===== src/rtl/calc_pkg.sv =====
// Shared constants and state/slot encodings for the calculator serial front end.
package calc_pkg;

    localparam int WORD_W = 12;
    localparam int OP_W   = 4;

    typedef enum logic [1:0] {
        IDLE  = 2'd0,
        SHIFT = 2'd1,
        CMD   = 2'd2
    } state_t;

    typedef enum logic [1:0] {
        SLOT_A  = 2'd0,
        SLOT_B  = 2'd1,
        SLOT_OP = 2'd2
    } slot_t;

endpackage


===== src/rtl/calc_bit_shifter.sv =====
// Priority-decodes start/zero/one pulses and assembles MSB-first words.
module calc_bit_shifter #(
    parameter int WORD_W = calc_pkg::WORD_W
) (
    input  logic              clk,
    input  logic              reset,
    input  logic              start_bit,
    input  logic              one_bit,
    input  logic              zero_bit,
    input  logic              i_enable,
    input  logic              i_load,
    output logic              o_start,
    output logic              o_bit_acc,
    output logic              o_done,
    output logic [WORD_W-1:0] o_word_next,
    output logic [WORD_W-1:0] o_word_out,
    output logic              o_word_valid
);
    localparam int CNT_W = $clog2(WORD_W + 1);

    logic [WORD_W-1:0] r_shift;
    logic [CNT_W-1:0]  r_bit_cnt;
    logic              w_bit_pulse;
    logic              w_bit_val;

    // start outranks zero, zero outranks one
    assign o_start     = start_bit;
    assign w_bit_pulse = !start_bit && (zero_bit || one_bit);
    assign w_bit_val   = !zero_bit;

    assign o_bit_acc   = i_enable && !i_load && w_bit_pulse && (r_bit_cnt != '0);
    assign o_done      = o_bit_acc && (r_bit_cnt == CNT_W'(1));
    assign o_word_next = {r_shift[WORD_W-2:0], w_bit_val};

    always_ff @(posedge clk) begin
        if (reset) begin
            r_shift      <= '0;
            r_bit_cnt    <= '0;
            o_word_out   <= '0;
            o_word_valid <= 1'b0;
        end else begin
            o_word_valid <= o_done;
            if (i_load) begin
                r_shift   <= '0;
                r_bit_cnt <= CNT_W'(WORD_W);
            end else if (o_bit_acc) begin
                r_shift   <= o_word_next;
                r_bit_cnt <= r_bit_cnt - CNT_W'(1);
            end
            if (o_done) begin
                o_word_out <= o_word_next;
            end
        end
    end

endmodule


===== src/rtl/calc_frame_ctrl.sv =====
// Groups serial words into A/B/opcode frames and hands them to the ALU via valid/ready.
module calc_frame_ctrl #(
    parameter int WORD_W      = calc_pkg::WORD_W,
    parameter int OP_W        = calc_pkg::OP_W,
    parameter int TIMEOUT_CYC = 1000000
) (
    input  logic              clk,
    input  logic              reset,
    input  logic              start_bit,
    input  logic              one_bit,
    input  logic              zero_bit,
    output logic [WORD_W-1:0] word_out,
    output logic              word_valid,
    output logic [WORD_W-1:0] op_a,
    output logic [WORD_W-1:0] op_b,
    output logic [OP_W-1:0]   opcode,
    output logic              cmd_valid,
    input  logic              cmd_ready,
    output logic [1:0]        word_idx,
    output logic              busy,
    output logic              err_timeout,
    output logic              err_overrun
);
    import calc_pkg::*;

    localparam int TMO_W = $clog2(TIMEOUT_CYC + 1);

    state_t            r_state, w_state_next;
    slot_t             r_idx, w_idx_next;
    logic [TMO_W-1:0]  r_idle_cnt;
    logic              w_start, w_bit_acc, w_done;
    logic              w_start_acc, w_pulse_acc, w_tmo_run, w_tmo_hit;
    logic [WORD_W-1:0] w_word_next;

    calc_bit_shifter #(.WORD_W(WORD_W)) u_shifter (
        .clk          (clk),
        .reset        (reset),
        .start_bit    (start_bit),
        .one_bit      (one_bit),
        .zero_bit     (zero_bit),
        .i_enable     (r_state == SHIFT),
        .i_load       (w_start_acc),
        .o_start      (w_start),
        .o_bit_acc    (w_bit_acc),
        .o_done       (w_done),
        .o_word_next  (w_word_next),
        .o_word_out   (word_out),
        .o_word_valid (word_valid)
    );

    assign w_start_acc = w_start && (r_state != CMD);
    assign w_pulse_acc = w_start_acc || w_bit_acc;
    // Only a partially received frame can time out
    assign w_tmo_run   = (r_state == SHIFT) || ((r_state == IDLE) && (r_idx != SLOT_A));
    assign w_tmo_hit   = w_tmo_run && !w_pulse_acc && (r_idle_cnt == TMO_W'(TIMEOUT_CYC - 1));

    assign cmd_valid = (r_state == CMD);
    assign busy      = (r_state != IDLE);
    assign word_idx  = r_idx;

    always_comb begin
        w_state_next = r_state;
        w_idx_next   = r_idx;
        case (r_state)
            IDLE: begin
                if (w_start_acc) begin
                    w_state_next = SHIFT;
                end else if (w_tmo_hit) begin
                    w_idx_next = SLOT_A;
                end
            end
            SHIFT: begin
                if (w_tmo_hit) begin
                    w_state_next = IDLE;
                    w_idx_next   = SLOT_A;
                end else if (w_done) begin
                    case (r_idx)
                        SLOT_A: begin
                            w_state_next = IDLE;
                            w_idx_next   = SLOT_B;
                        end
                        SLOT_B: begin
                            w_state_next = IDLE;
                            w_idx_next   = SLOT_OP;
                        end
                        default: begin
                            w_state_next = CMD;
                            w_idx_next   = SLOT_A;
                        end
                    endcase
                end
            end
            CMD: begin
                if (cmd_ready) begin
                    w_state_next = IDLE;
                end
            end
            default: begin
                w_state_next = IDLE;
                w_idx_next   = SLOT_A;
            end
        endcase
    end

    always_ff @(posedge clk) begin
        if (reset) begin
            r_state <= IDLE;
            r_idx   <= SLOT_A;
        end else begin
            r_state <= w_state_next;
            r_idx   <= w_idx_next;
        end
    end

    always_ff @(posedge clk) begin
        if (reset) begin
            r_idle_cnt  <= '0;
            op_a        <= '0;
            op_b        <= '0;
            opcode      <= '0;
            err_timeout <= 1'b0;
            err_overrun <= 1'b0;
        end else begin
            err_timeout <= w_tmo_hit;
            if (!w_tmo_run || w_pulse_acc || w_tmo_hit) begin
                r_idle_cnt <= '0;
            end else begin
                r_idle_cnt <= r_idle_cnt + TMO_W'(1);
            end
            if (w_done) begin
                case (r_idx)
                    SLOT_A:  op_a   <= w_word_next;
                    SLOT_B:  op_b   <= w_word_next;
                    default: opcode <= w_word_next[OP_W-1:0];
                endcase
            end
            if ((r_state == CMD) && (start_bit || one_bit || zero_bit)) begin
                err_overrun <= 1'b1;
            end
        end
    end

endmodule

===== config.mk =====
export PLATFORM = sky130hd
export DESIGN_NAME = calc_frame_ctrl
export DESIGN_NICKNAME = d
export VERILOG_FILES = /design/src/rtl/calc_pkg.sv /design/src/rtl/calc_bit_shifter.sv /design/src/rtl/calc_frame_ctrl.sv
export SDC_FILE = /design/constraint.sdc
export NUM_CORES = 1
export LEC_CHECK = 0
export ABC_CLOCK_PERIOD_IN_PS = 4300
export CAP_MARGIN = 10
export CORE_MARGIN = 3
export CORE_UTILIZATION = 45
export DETAILED_ROUTE_END_ITERATION = 7
export PLACE_DENSITY = 0.68
export SLEW_MARGIN = 20
export SYNTH_ARGS = -nofsm -noshare
export SYNTH_HDL_FRONTEND = slang
export SYNTH_HIERARCHICAL = 1
export SYNTH_SLANG_ARGS = --single-unit

===== constraint.sdc =====
create_clock -name clk -period 4.3 [get_ports clk]
set_clock_uncertainty 0.2 [all_clocks]
set_input_delay 0.43 -clock clk [delete_from_list [all_inputs] [get_ports clk]]
set_output_delay 0.43 -clock clk [all_outputs]
set_load 0.01 [all_outputs]

; ---- Word level (Yosys, flattened, before mapping)
; Index checks and enable logic that the tools add are counted.
; W data, S select, Z words.
[op_classes]
n_eq_ne = 11
n_addsub = 2
muxes = 14
bitwise = 2
n_reduce_logical = 36
[ops]
columns = operator, count
row1 = $add A20 B1 Y20 const B, 1
row2 = $eq A20 B20 Y1 const B, 1
row3 = $mux W2, 9
row4 = $pmux W2 S3, 2
row5 = $logic_and A1 B1 Y1, 10
row6 = $mux W4, 2
row7 = $logic_or A1 B1 Y1, 7
row8 = $ne A2 B2 Y1 const B, 3
row9 = $reduce_and A2 Y1, 3
row10 = $reduce_bool A2 Y1, 3
row11 = $reduce_or A2 Y1, 3
row12 = $logic_not A1 Y1, 5
row13 = $eq A2 B1 Y1 const B, 2
row14 = $eq A4 B1 Y1 const B, 1
row15 = $logic_not A2 Y1, 2
row16 = $ne A2 B1 Y1 const B, 2
row17 = $pmux W2 S2, 1
row18 = $reduce_and A4 Y1, 1
row19 = $reduce_bool A4 Y1, 1
row20 = $sub A4 B1 Y4 const B, 1
row21 = $ne A3 B3 Y1 const B, 1
row22 = $reduce_and A3 Y1, 1
row23 = $eq A2 B2 Y1 const B, 1
row24 = $not A1 Y1, 2
[word_totals]
output_inout_bits = 47
reg_bits = 82
input_bits = 6
elab_cells = 78

; ---- Depth between registers and ports, before layout
; Gate-level depths: netlist (run 1).
[depth]
ltp_word = 13
ltp_mapped = 10
mapped_depth_nobuf = 9

; ---- Cells and area by module
; Netlist (run 1), hierarchy kept.
[by_module_without_submodules]
columns = module, cells_each, seq_area_each_um2, instances, area_each_um2
row1 = calc_frame_ctrl, 248, 1081.0, 1, 2160.8
row2 = calc_bit_shifter, 144, 560.5, 1, 1342.5

; ---- Least setup slack after synthesis (run 1)
; No wires, ideal clock.
[synth_path]
path_type = input to register
from = input start_bit
to = register op_a[10]
setup_time_ps = 128
cell_stages = 10
path_slack_ps = 1093
t_required_ps = 3972
t_arrival_ps = 2880
n_path_buf = 3
path_cell_list = buf_4 -> and2_1 -> or4b_4 -> nor4_4 -> buf_6 -> inv_1 -> nor3_1 -> clkbuf_1 -> mux2i_1 -> nor2_1
[synth_via]
elab_chain_len = 7
word_cells_on_any_way = 9
classes_between = reduce/logical: 9
[synth_rtl]
columns = item, line_no
row1 = "start, declared", calc_frame_ctrl.sv:9  ; input logic start_bit,
row2 = $logic_and A1 B1 Y1, calc_frame_ctrl.sv:51  ; assign w_start_acc = w_start && (r_state != CMD);
row3 = named net w_start_acc, calc_frame_ctrl.sv:32  ; logic w_start_acc, w_pulse_acc, w_tmo_run, w_tmo_hit;
row4 = $logic_not A1 Y1, calc_bit_shifter.sv:31  ; assign o_bit_acc = i_enable && !i_load && w_bit_pulse && (r_bit_cnt != '0);
row5 = $logic_and A1 B1 Y1 (3 in series), calc_bit_shifter.sv:31
row6 = $logic_and A1 B1 Y1, calc_bit_shifter.sv:32  ; assign o_done = o_bit_acc && (r_bit_cnt == CNT_W'(1));
row7 = named net w_done, calc_frame_ctrl.sv:31  ; logic w_start, w_bit_acc, w_done;
row8 = $reduce_and A2 Y1 (no line), n/a
row9 = "end signal, assigned", calc_frame_ctrl.sv:132  ; SLOT_A: op_a <= w_word_next;
row10 = "end, declared", calc_frame_ctrl.sv:14  ; output logic [WORD_W-1:0] op_a,
; The timed path passes the listed nets, and every way through them passes these cells.
; A chain may end at the register's enable or synchronous reset.

; ---- Final worst setup path (run 1)
[layout_path]
from = register r_state[0]
to = register op_b[8]
[layout_via]
elab_chain_len = 8
word_cells_on_any_way = 9
classes_between = eq/ne: 2 / reduce/logical: 7
[layout_rtl]
columns = item, line_no
row1 = "start, declared", calc_frame_ctrl.sv:28  ; state_t r_state, w_state_next;
row2 = "start signal, assigned", calc_frame_ctrl.sv:110  ; r_state <= w_state_next;
row3 = $ne A2 B2 Y1, calc_frame_ctrl.sv:51
row4 = $logic_and A1 B1 Y1, calc_frame_ctrl.sv:51
row5 = $logic_not A1 Y1, calc_bit_shifter.sv:31
row6 = $logic_and A1 B1 Y1 (*) (3 in series), calc_bit_shifter.sv:31
row7 = $logic_and A1 B1 Y1 (*), calc_bit_shifter.sv:32
row8 = named net w_done, calc_frame_ctrl.sv:31
row9 = $reduce_and A2 Y1 (no line) (*), n/a
row10 = "end signal, assigned", calc_frame_ctrl.sv:133  ; SLOT_B: op_b <= w_word_next;
row11 = "end, declared", calc_frame_ctrl.sv:15  ; output logic [WORD_W-1:0] op_b,
; Mark *: on every way through the listed nets, which the timed path passes. The rest lies on a longest branch.

==> impl_results.html, run 1 <==
<table>
<tr><th>Metric</th><th>Value</th></tr>
<tr><th colspan="2">Route</th></tr>
<tr><td>Post-Route WL</td><td>7.82 mm</td></tr>
<tr><td>Mean routed wirelength per cell</td><td>14.5 um</td></tr>
<tr><td>Via density per instance</td><td>5.33</td></tr>
<tr><td>Remaining antenna violation count</td><td>0</td></tr>
<tr><td>Total number of vias</td><td>2866</td></tr>
<tr><td>Iteration-0 DRC Markers</td><td>121</td></tr>
<tr><td>Post-detailed-route DRC marker count</td><td>0</td></tr>
<tr><td>Number of iterations in the first detailed-routing pass</td><td>5</td></tr>
<tr><th colspan="2">Synthesis</th></tr>
<tr><td>Post-synth ARST share</td><td>0%</td></tr>
<tr><td>Dominant cell by count in the synthesized netlist</td><td>dfxtp_1</td></tr>
<tr><td>EDFF count, synth</td><td>0</td></tr>
<tr><td>Instance count of the mapped netlist</td><td>392</td></tr>
<tr><td>Flop and latch count out of synthesis</td><td>82</td></tr>
<tr><td>Synth cell count leaders</td><td>dfxtp_1, nor2_1, a21oi_1</td></tr>
<tr><td>Distinct cells, synth</td><td>47</td></tr>
<tr><td>Top area cells in the synthesized netlist</td><td>dfxtp_1, mux2i_1, nor2_1</td></tr>
<tr><td>YS warnings</td><td>6</td></tr>
<tr><td>Mapped Avg Cell Area</td><td>8.94 um^2</td></tr>
<tr><td>Post-synthesis instance area</td><td>0.00350 mm^2</td></tr>
<tr><td>Share of the yosys chip area belonging to registers</td><td>46.9%</td></tr>
<tr><td>Portion of synthesized cell area occupied by the leading cell type</td><td>46.9%</td></tr>
<tr><td>Top FF cell, synth</td><td>dfxtp_1</td></tr>
<tr><td>Net count after synthesis</td><td>401</td></tr>
<tr><td>Yosys top cell by area</td><td>dfxtp_1</td></tr>
<tr><th colspan="2">CTS</th></tr>
<tr><td>TritonCTS Buffers</td><td>9</td></tr>
<tr><td>CTS tree</td><td>built</td></tr>
<tr><td>Total of hold buffers inserted after clock tree synthesis</td><td>0</td></tr>
<tr><td>H-tree depth</td><td>3</td></tr>
<tr><td>Clk Tree Root Cell</td><td>clkbuf_8</td></tr>
<tr><td>Clock latency at the later pin of the worst-skew pair</td><td>0.34 ns</td></tr>
<tr><td>Clock Sink Count</td><td>82</td></tr>
<tr><td>Clock transition time at the flip-flop clock pins of the worst setup and hold paths</td><td>0.09 ns</td></tr>
<tr><td>Worst-case clock buffer depth</td><td>2</td></tr>
<tr><td>Number of gates resized after CTS</td><td>0</td></tr>
<tr><td>Postcts setup bufs</td><td>0</td></tr>
<tr><th colspan="2">Setup path</th></tr>
<tr><td>Kind of start point of the critical path</td><td>register</td></tr>
<tr><td>Critical path data required time</td><td>4.32 ns</td></tr>
<tr><td>Endpoint kind of the worst setup timing path</td><td>register</td></tr>
<tr><td>Type of the worst setup path</td><td>reg2reg</td></tr>
<tr><td>Data arrival time of the critical path</td><td>3.30 ns</td></tr>
<tr><td>Maximum fanout count along the critical path</td><td>21</td></tr>
<tr><th colspan="2">Global route</th></tr>
<tr><td>GR Util met3</td><td>3.53%</td></tr>
<tr><td>Total grt overflow</td><td>0</td></tr>
<tr><td>Global routing met1 resource utilization</td><td>24.8%</td></tr>
<tr><td>GR Util All Layers</td><td>18.8%</td></tr>
<tr><td>Number of antenna violations at the first check in global routing</td><td>0</td></tr>
<tr><td>Gr busiest metal</td><td>met2</td></tr>
<tr><td>Met2 Usage GRT</td><td>30.4%</td></tr>
<tr><td>Number of global-route vias before repair</td><td>2716</td></tr>
<tr><td>Global-route wire length before repair</td><td>13.3 mm</td></tr>
<tr><td>Maximum number of pins on one net before global-route repair</td><td>46</td></tr>
<tr><th colspan="2">Placement</th></tr>
<tr><td>Count of buffers from port buffering</td><td>52</td></tr>
<tr><td>GP Congestion</td><td>0.796</td></tr>
<tr><td>Half-perimeter wire length after placement</td><td>5.19 mm</td></tr>
<tr><td>DP Area</td><td>0.00408 mm^2</td></tr>
<tr><th colspan="2">STA</th></tr>
<tr><td>Final setup violation count</td><td>0</td></tr>
<tr><td>Final Cycle Share</td><td>76.4%</td></tr>
<tr><td>Achievable clock frequency</td><td>304 MHz</td></tr>
<tr><td>Fin. Hold Viols</td><td>0</td></tr>
<tr><td>Max-slew violations</td><td>0</td></tr>
<tr><td>Headroom to the max-slew limit</td><td>35.7%</td></tr>
<tr><td>RSZ-0062 raised after global routing</td><td>false</td></tr>
<tr><td>Actual transition at the worst max-transition pin</td><td>0.963 ns</td></tr>
<tr><td>Final worst path period need</td><td>3.29 ns</td></tr>
<tr><td>Total negative slack for setup checks</td><td>0 ns</td></tr>
<tr><th colspan="2">Status</th></tr>
<tr><td>Result of the run</td><td>finished clean</td></tr>
<tr><th colspan="2">Finish</th></tr>
<tr><td>Combined area of the multi-input logic cells</td><td>0.00172 mm^2</td></tr>
<tr><td># fillers</td><td>677</td></tr>
<tr><td>Layout Area Growth over Synthesis</td><td>22.4%</td></tr>
<tr><td>Final instance area</td><td>0.00429 mm^2</td></tr>
<tr><td>Number of nets in the layout</td><td>444</td></tr>
<tr><td>Antenna diode count</td><td>0</td></tr>
<tr><td>Share of final-layout standard cells stronger than drive strength 1</td><td>8.20%</td></tr>
<tr><td>Sequential standard cell area</td><td>0.00164 mm^2</td></tr>
<tr><th colspan="2">Die</th></tr>
<tr><td>Floorplan die area</td><td>0.00888 mm^2</td></tr>
<tr><td>Number of rows created at floorplan</td><td>31</td></tr>
<tr><td>Top-level I/O count</td><td>53</td></tr>
<tr><td>Initial core utilization</td><td>47.3%</td></tr>
<tr><td>Chip width</td><td>94.2 um</td></tr>
<tr><td>Area of the core region</td><td>0.00741 mm^2</td></tr>
<tr><td>DIE HEIGHT</td><td>94.2 um</td></tr>
<tr><th colspan="2">Pwr</th></tr>
<tr><td>Peak supply drop</td><td>0.000144 V</td></tr>
<tr><td>Lkg Pwr</td><td>1.36 nW</td></tr>
<tr><td>P per Cell Area</td><td>332 mW/mm^2</td></tr>
<tr><th colspan="2">Job</th></tr>
<tr><td>Max_cap viols</td><td>0</td></tr>
<tr><th colspan="2">Worst hold path</th></tr>
<tr><td>Worst Hold Class</td><td>reg2reg</td></tr>
</table>
## power by group
group          switching (mW)  total (mW)  internal, mW
registers             0.00464       0.766         0.762
clock network           0.267       0.592         0.325
logic                  0.0439      0.0674        0.0235
## cell usage in the layout (no fill, tap or decap), types with 2 or more instances in the layout
master	n
a211oi_1	3
a21oi_1	30
a31oi_1	5
buf_4	7
bufinv_16	2
clkbuf_8	9
clkdlybuf4s50_1	51
clkinv_2	2
dfxtp_1	82
ha_1	3
inv_1	8
mux2i_1	23
nand2_1	26
nand2b_1	24
nand3_1	21
nand4_1	16
nor2_1	45
nor2b_1	6
nor3_1	10
nor3b_1	2
o31ai_1	12
or2_2	3
or3_1	2
or4_1	3
xnor2_1	10
xor2_1	8
## cells by family (layout without fill, tap and decap cells)
logic type | after synthesis | count (layout) | synth area share (%)
AO/OA/AOI/OAI | 55 | 55 | 9.39
buffers and inverters | 35 | 82 | 4.21
AND/OR/NAND/NOR | 175 | 175 | 27.1
XOR/XNOR | 18 | 18 | 4.50
multiplexers | 24 | 24 | 6.89
adder cells (fa/ha/maj) | 3 | 3 | 1.07
flip-flops | 82 | 82 | 46.9
## layout make-up
type	instances	area share, %
timing repair buffer	59	13.2
multi-input combinational	275	40.1
inverter	8	0.700
sequential	82	38.3
clock buffer	10	2.98
tap	99	2.89
clock inverter	5	1.84
## flip-flops by register name, indices dropped and copies added (netlist names)
signal	count
u_shifter/o_word_out	12
word_idx	2
err_timeout	1
err_overrun	1
u_shifter/r_shift	11
r_state	2
op_a	12
op_b	12
u_shifter/o_word_valid	1
u_shifter/r_bit_cnt	4
opcode	4
r_idle_cnt	20
## critical path, cell delays in order, from the launching register on
cell and delay, ns:
dfxtp_1 0.44, nor2b_1 0.44, nand2b_1 0.49, nor4_4 0.36, buf_4 0.32, nor2b_1 0.33
nand2_1 0.31, nand2_1 0.18, a21oi_1 0.08
## layer usage
metal	routed length, um	part of all wire, %
met4	64	0.82
met2	3790	48
met1	3640	46
met5	0	0
met3	329	4.2
## through the flow
stage | hold WS (ns) | power [mW] | setup slack, ns | cells | util, %
after floorplan | 0.238 | 0.833 | 1.09 | 392 | -
after global placement | 0.244 | 0.851 | 0.954 | 523 | 55.1
after detailed placement | 0.249 | 0.851 | 0.903 | 523 | 55.1
after CTS | 0.261 | 1.44 | 1.04 | 538 | 57.9
after global routing | 0.285 | 1.48 | 0.798 | 538 | 57.9
final | 0.257 | 1.43 | 1.01 | 538 | 57.9
## final timing paths
path / start / endpoint / slack [ns] / cells after the start
setup / recovery: r_state[0] / op_b[8] / 1.01 / 8
hold / removal: opcode[0] / opcode[0] / 0.26 / 2
setup reg to reg: r_state[0] / op_b[8] / 1.01 / 8
hold reg to reg: opcode[0] / opcode[0] / 0.26 / 2
No activity file was read; power rests on OpenSTA's default activity.
==> run 2, diff against run 1 <==
Settings changed: ABC_CLOCK_PERIOD_IN_PS 4300 to 3250.
Clock period 4.3 ns to 3.25 ns, I/O delays scaled along.
==> impl_results.html, run 2 (same netlist as run 1, synthesis figures left out) <==
<table>
<tr><th>Metric</th><th>Value</th></tr>
<tr><th colspan="2">Global route</th></tr>
<tr><td>Number of global-route vias before repair</td><td>2698 (was 2716)</td></tr>
<tr><td>Total grt overflow</td><td>0 (unchanged)</td></tr>
<tr><td>Maximum number of pins on one net before global-route repair</td><td>46 (unchanged)</td></tr>
<tr><td>Number of antenna violations at the first check in global routing</td><td>0 (unchanged)</td></tr>
<tr><td>GR Util All Layers</td><td>18.5% (was 18.8%)</td></tr>
<tr><td>Global-route wire length before repair</td><td>13.0 mm (was 13.3 mm)</td></tr>
<tr><th colspan="2">Route</th></tr>
<tr><td>Remaining antenna violation count</td><td>0 (unchanged)</td></tr>
<tr><td>Mean routed wirelength per cell</td><td>14.4 um (was 14.5 um)</td></tr>
<tr><td>Iteration-0 DRC Markers</td><td>152 (was 121)</td></tr>
<tr><td>Total number of vias</td><td>2890 (was 2866)</td></tr>
<tr><td>Post-detailed-route DRC marker count</td><td>0 (unchanged)</td></tr>
<tr><td>Number of iterations in the first detailed-routing pass</td><td>4 (was 5)</td></tr>
<tr><td>Via density per instance</td><td>5.34 (was 5.33)</td></tr>
<tr><td>Post-Route WL</td><td>7.80 mm (was 7.82 mm)</td></tr>
<tr><th colspan="2">Finish</th></tr>
<tr><td>Share of final-layout standard cells stronger than drive strength 1</td><td>9.05% (was 8.20%)</td></tr>
<tr><td>Layout Area Growth over Synthesis</td><td>24.1% (was 22.4%)</td></tr>
<tr><td>Share of the core filled with cells</td><td>58.7% (was 57.9%)</td></tr>
<tr><td>Antenna diode count</td><td>0 (unchanged)</td></tr>
<tr><td>Final instance area</td><td>0.00435 mm^2 (was 0.00429 mm^2)</td></tr>
<tr><td>Leading cell type in the layout, fill and taps excluded</td><td>dfxtp_1 (unchanged)</td></tr>
<tr><td>Non-filler cells in the finished layout</td><td>541 (was 538)</td></tr>
<tr><td>Most used cells in the layout excluding fill and tap cells</td><td>dfxtp_1, clkdlybuf4s50_1, nor2_1, a21oi_1, nand2_1 (unchanged)</td></tr>
<tr><td>Number of nets in the layout</td><td>449 (was 444)</td></tr>
<tr><td># fillers</td><td>672 (was 677)</td></tr>
<tr><td>Largest register FFs</td><td>20 (unchanged)</td></tr>
<tr><td>Biggest register</td><td>r_idle_cnt (unchanged)</td></tr>
<tr><th colspan="2">Pwr</th></tr>
<tr><td>Net switching component of the power</td><td>0.411 mW (was 0.316 mW)</td></tr>
<tr><td>Sequential share of power</td><td>51.4% (was 53.8%)</td></tr>
<tr><td>P per Cell Area</td><td>453 mW/mm^2 (was 332 mW/mm^2)</td></tr>
<tr><td>Tot Pwr</td><td>1.97 mW (was 1.43 mW)</td></tr>
<tr><td>Clock power frac</td><td>43.9% (was 41.5%)</td></tr>
<tr><td>Peak supply drop</td><td>0.000292 V (was 0.000144 V)</td></tr>
<tr><td>Power Internal</td><td>1.56 mW (was 1.11 mW)</td></tr>
<tr><td>Combinational Power Share</td><td>4.7% (about the same)</td></tr>
<tr><td>Lkg Pwr</td><td>1.39 nW (was 1.36 nW)</td></tr>
<tr><td>Switching power share of the total</td><td>20.8% (was 22.2%)</td></tr>
<tr><th colspan="2">Worst hold path</th></tr>
<tr><td>Hold Crit Depth</td><td>2 (unchanged)</td></tr>
<tr><td>Worst hold path endpoint</td><td>op_a[0] (was opcode[0])</td></tr>
<tr><td>Worst Hold Class</td><td>in2reg (was reg2reg)</td></tr>
<tr><td>Hold wc startpoint</td><td>reset (was opcode[0])</td></tr>
<tr><th colspan="2">Placement</th></tr>
<tr><td>GP Congestion</td><td>0.773 (was 0.796)</td></tr>
<tr><td>DP Area</td><td>0.00412 mm^2 (was 0.00408 mm^2)</td></tr>
<tr><td>Count of buffers from port buffering</td><td>52 (unchanged)</td></tr>
<tr><td>Dpl cells</td><td>528 (was 523)</td></tr>
<tr><td>Setup slack after placement</td><td>0.233 ns (was 0.903 ns)</td></tr>
<tr><td>Half-perimeter wire length after placement</td><td>5.31 mm (was 5.19 mm)</td></tr>
<tr><th colspan="2">STA</th></tr>
<tr><td>Achievable clock frequency</td><td>363 MHz (was 304 MHz)</td></tr>
<tr><td>Total negative slack for setup checks</td><td>0 ns (unchanged)</td></tr>
<tr><td>Actual transition at the worst max-transition pin</td><td>0.647 ns (was 0.963 ns)</td></tr>
<tr><td>Final worst slack</td><td>0.498 ns (was 1.01 ns)</td></tr>
<tr><td>Fin. Hold Viols</td><td>0 (unchanged)</td></tr>
<tr><td>RSZ-0062 raised after global routing</td><td>false (unchanged)</td></tr>
<tr><td>Worst slack on hold paths</td><td>0.160 ns (was 0.257 ns)</td></tr>
<tr><td>Final worst path period need</td><td>2.75 ns (was 3.29 ns)</td></tr>
<tr><td>Max-slew violations</td><td>0 (unchanged)</td></tr>
<tr><td>Headroom to the max-slew limit</td><td>56.8% (was 35.7%)</td></tr>
<tr><td>Final setup violation count</td><td>0 (unchanged)</td></tr>
<tr><td>Final Cycle Share</td><td>84.7% (was 76.4%)</td></tr>
<tr><th colspan="2">Setup path</th></tr>
<tr><td>Kind of start point of the critical path</td><td>register (unchanged)</td></tr>
<tr><td>R2R cell count</td><td>8 (unchanged)</td></tr>
<tr><td>Critical register-to-register path startpoint</td><td>r_state[0] (unchanged)</td></tr>
<tr><td>Data arrival time of the critical path</td><td>2.77 ns (was 3.30 ns)</td></tr>
<tr><td>Reg-to-Reg End</td><td>op_b[9] (was op_b[8])</td></tr>
<tr><td>Slack of the worst reg-to-reg path</td><td>0.50 ns (was 1.01 ns)</td></tr>
<tr><td>Cells along the critical path</td><td>nand2b_1 &gt; and2_1 &gt; or4b_4 &gt; nor4_4 &gt; nor2b_1 &gt; nand2_1 &gt; nand2_1 &gt; a21oi_1 (was nor2b_1 &gt; nand2b_1 &gt; nor4_4 &gt; buf_4 &gt; nor2b_1 &gt; nand2_1 &gt; nand2_1 &gt; a21oi_1)</td></tr>
<tr><td>Type of the worst setup path</td><td>reg2reg (unchanged)</td></tr>
<tr><td>Cell repeated most along the worst path</td><td>nand2_1</td></tr>
<tr><td>Endpoint kind of the worst setup timing path</td><td>register (unchanged)</td></tr>
<tr><td>Critical path data required time</td><td>3.27 ns (was 4.32 ns)</td></tr>
<tr><td>Worst stage delay on the critical path</td><td>0.51 ns (was 0.49 ns)</td></tr>
<tr><td>Cell type of the slowest stage on the worst timing path</td><td>or4b_4 (was nand2b_1)</td></tr>
<tr><td>Maximum fanout count along the critical path</td><td>12 (was 21)</td></tr>
<tr><th colspan="2">Die</th></tr>
<tr><td>Initial core utilization</td><td>47.3% (unchanged)</td></tr>
<tr><td>Top-level I/O count</td><td>53 (unchanged)</td></tr>
<tr><td>Chip width</td><td>94.2 um (unchanged)</td></tr>
<tr><td>DIE HEIGHT</td><td>94.2 um (unchanged)</td></tr>
<tr><td>Floorplan die area</td><td>0.00888 mm^2 (unchanged)</td></tr>
<tr><td>Area of the core region</td><td>0.00741 mm^2 (unchanged)</td></tr>
<tr><td>Number of rows created at floorplan</td><td>31 (unchanged)</td></tr>
<tr><th colspan="2">CTS</th></tr>
<tr><td>Clk Tree Root Cell</td><td>clkbuf_8 (unchanged)</td></tr>
<tr><td>Postcts setup bufs</td><td>0 (unchanged)</td></tr>
<tr><td>Total of hold buffers inserted after clock tree synthesis</td><td>0 (unchanged)</td></tr>
<tr><td>Clock latency at the later pin of the worst-skew pair</td><td>0.34 ns (about the same)</td></tr>
<tr><td>Clock Sink Count</td><td>82 (unchanged)</td></tr>
<tr><td>CTS tree</td><td>built (unchanged)</td></tr>
<tr><td>TritonCTS Buffers</td><td>9 (unchanged)</td></tr>
<tr><td>Number of gates resized after CTS</td><td>0 (unchanged)</td></tr>
<tr><td>H-tree depth</td><td>3 (unchanged)</td></tr>
<tr><td>Worst-case clock buffer depth</td><td>2 (unchanged)</td></tr>
<tr><td>Clock transition time at the flip-flop clock pins of the worst setup and hold paths</td><td>0.08 ns (was 0.09 ns)</td></tr>
<tr><th colspan="2">Status</th></tr>
<tr><td>Result of the run</td><td>finished clean (unchanged)</td></tr>
<tr><th colspan="2">Job</th></tr>
<tr><td>Max_cap viols</td><td>0 (unchanged)</td></tr>
</table>
run 2: worst max path at each step:
stage	start	to	slack, ns
2_1_floorplan	r_state[0]	op_a[10]	0.08
3_5_place_dp	start_bit	op_b[9]	0.23
4_1_cts	r_state[0]	op_b[2]	0.51
3_3_place_gp	start_bit	op_b[5]	0.32
6_report	r_state[0]	op_b[9]	0.50
5_1_grt	r_state[0]	op_b[7]	0.29
run 2: layer usage:
layer / vias to the layer above / global-route usage, % / wire length [um]
met2: 68 / 29.0 / 3670
li1: 1452 / - / -
met3: 12 / 3.61 / 291
met1: 1358 / 24.2 / 3700
met4: 0 / 9.15 / 138
met5: - / 0 / 0
run 2: power groups by stage:
stage | Combinational (mW) | Sequential (mW) | Clock (mW)
floorplan | 0.0660 | 1.04 | 0
global placement | 0.0917 | 1.04 | 0
detailed placement | 0.0913 | 1.04 | 0
CTS | 0.0916 | 1.01 | 0.884
global route | 0.101 | 1.01 | 0.925
finish | 0.0918 | 1.01 | 0.866
run 2: worst max-delay path: cells and delay by family (launching register included):
family	cells	cell delay [ns]
and+or+nand+nor	7	1.99
AOI/OAI and AO/OA	1	0.07
DFF	1	0.37
run 2: layout make-up:
class | count | area, um^2 | area share (%)
multi-input cells | 275 | 1720 | 39.5
clock buffers | 10 | 138 | 3.17
inverters | 8 | 30.0 | 0.691
well taps | 99 | 124 | 2.85
flip-flops and latches | 82 | 1640 | 37.8
clock inverters | 3 | 90.1 | 2.07
repair buffers | 64 | 606 | 13.9
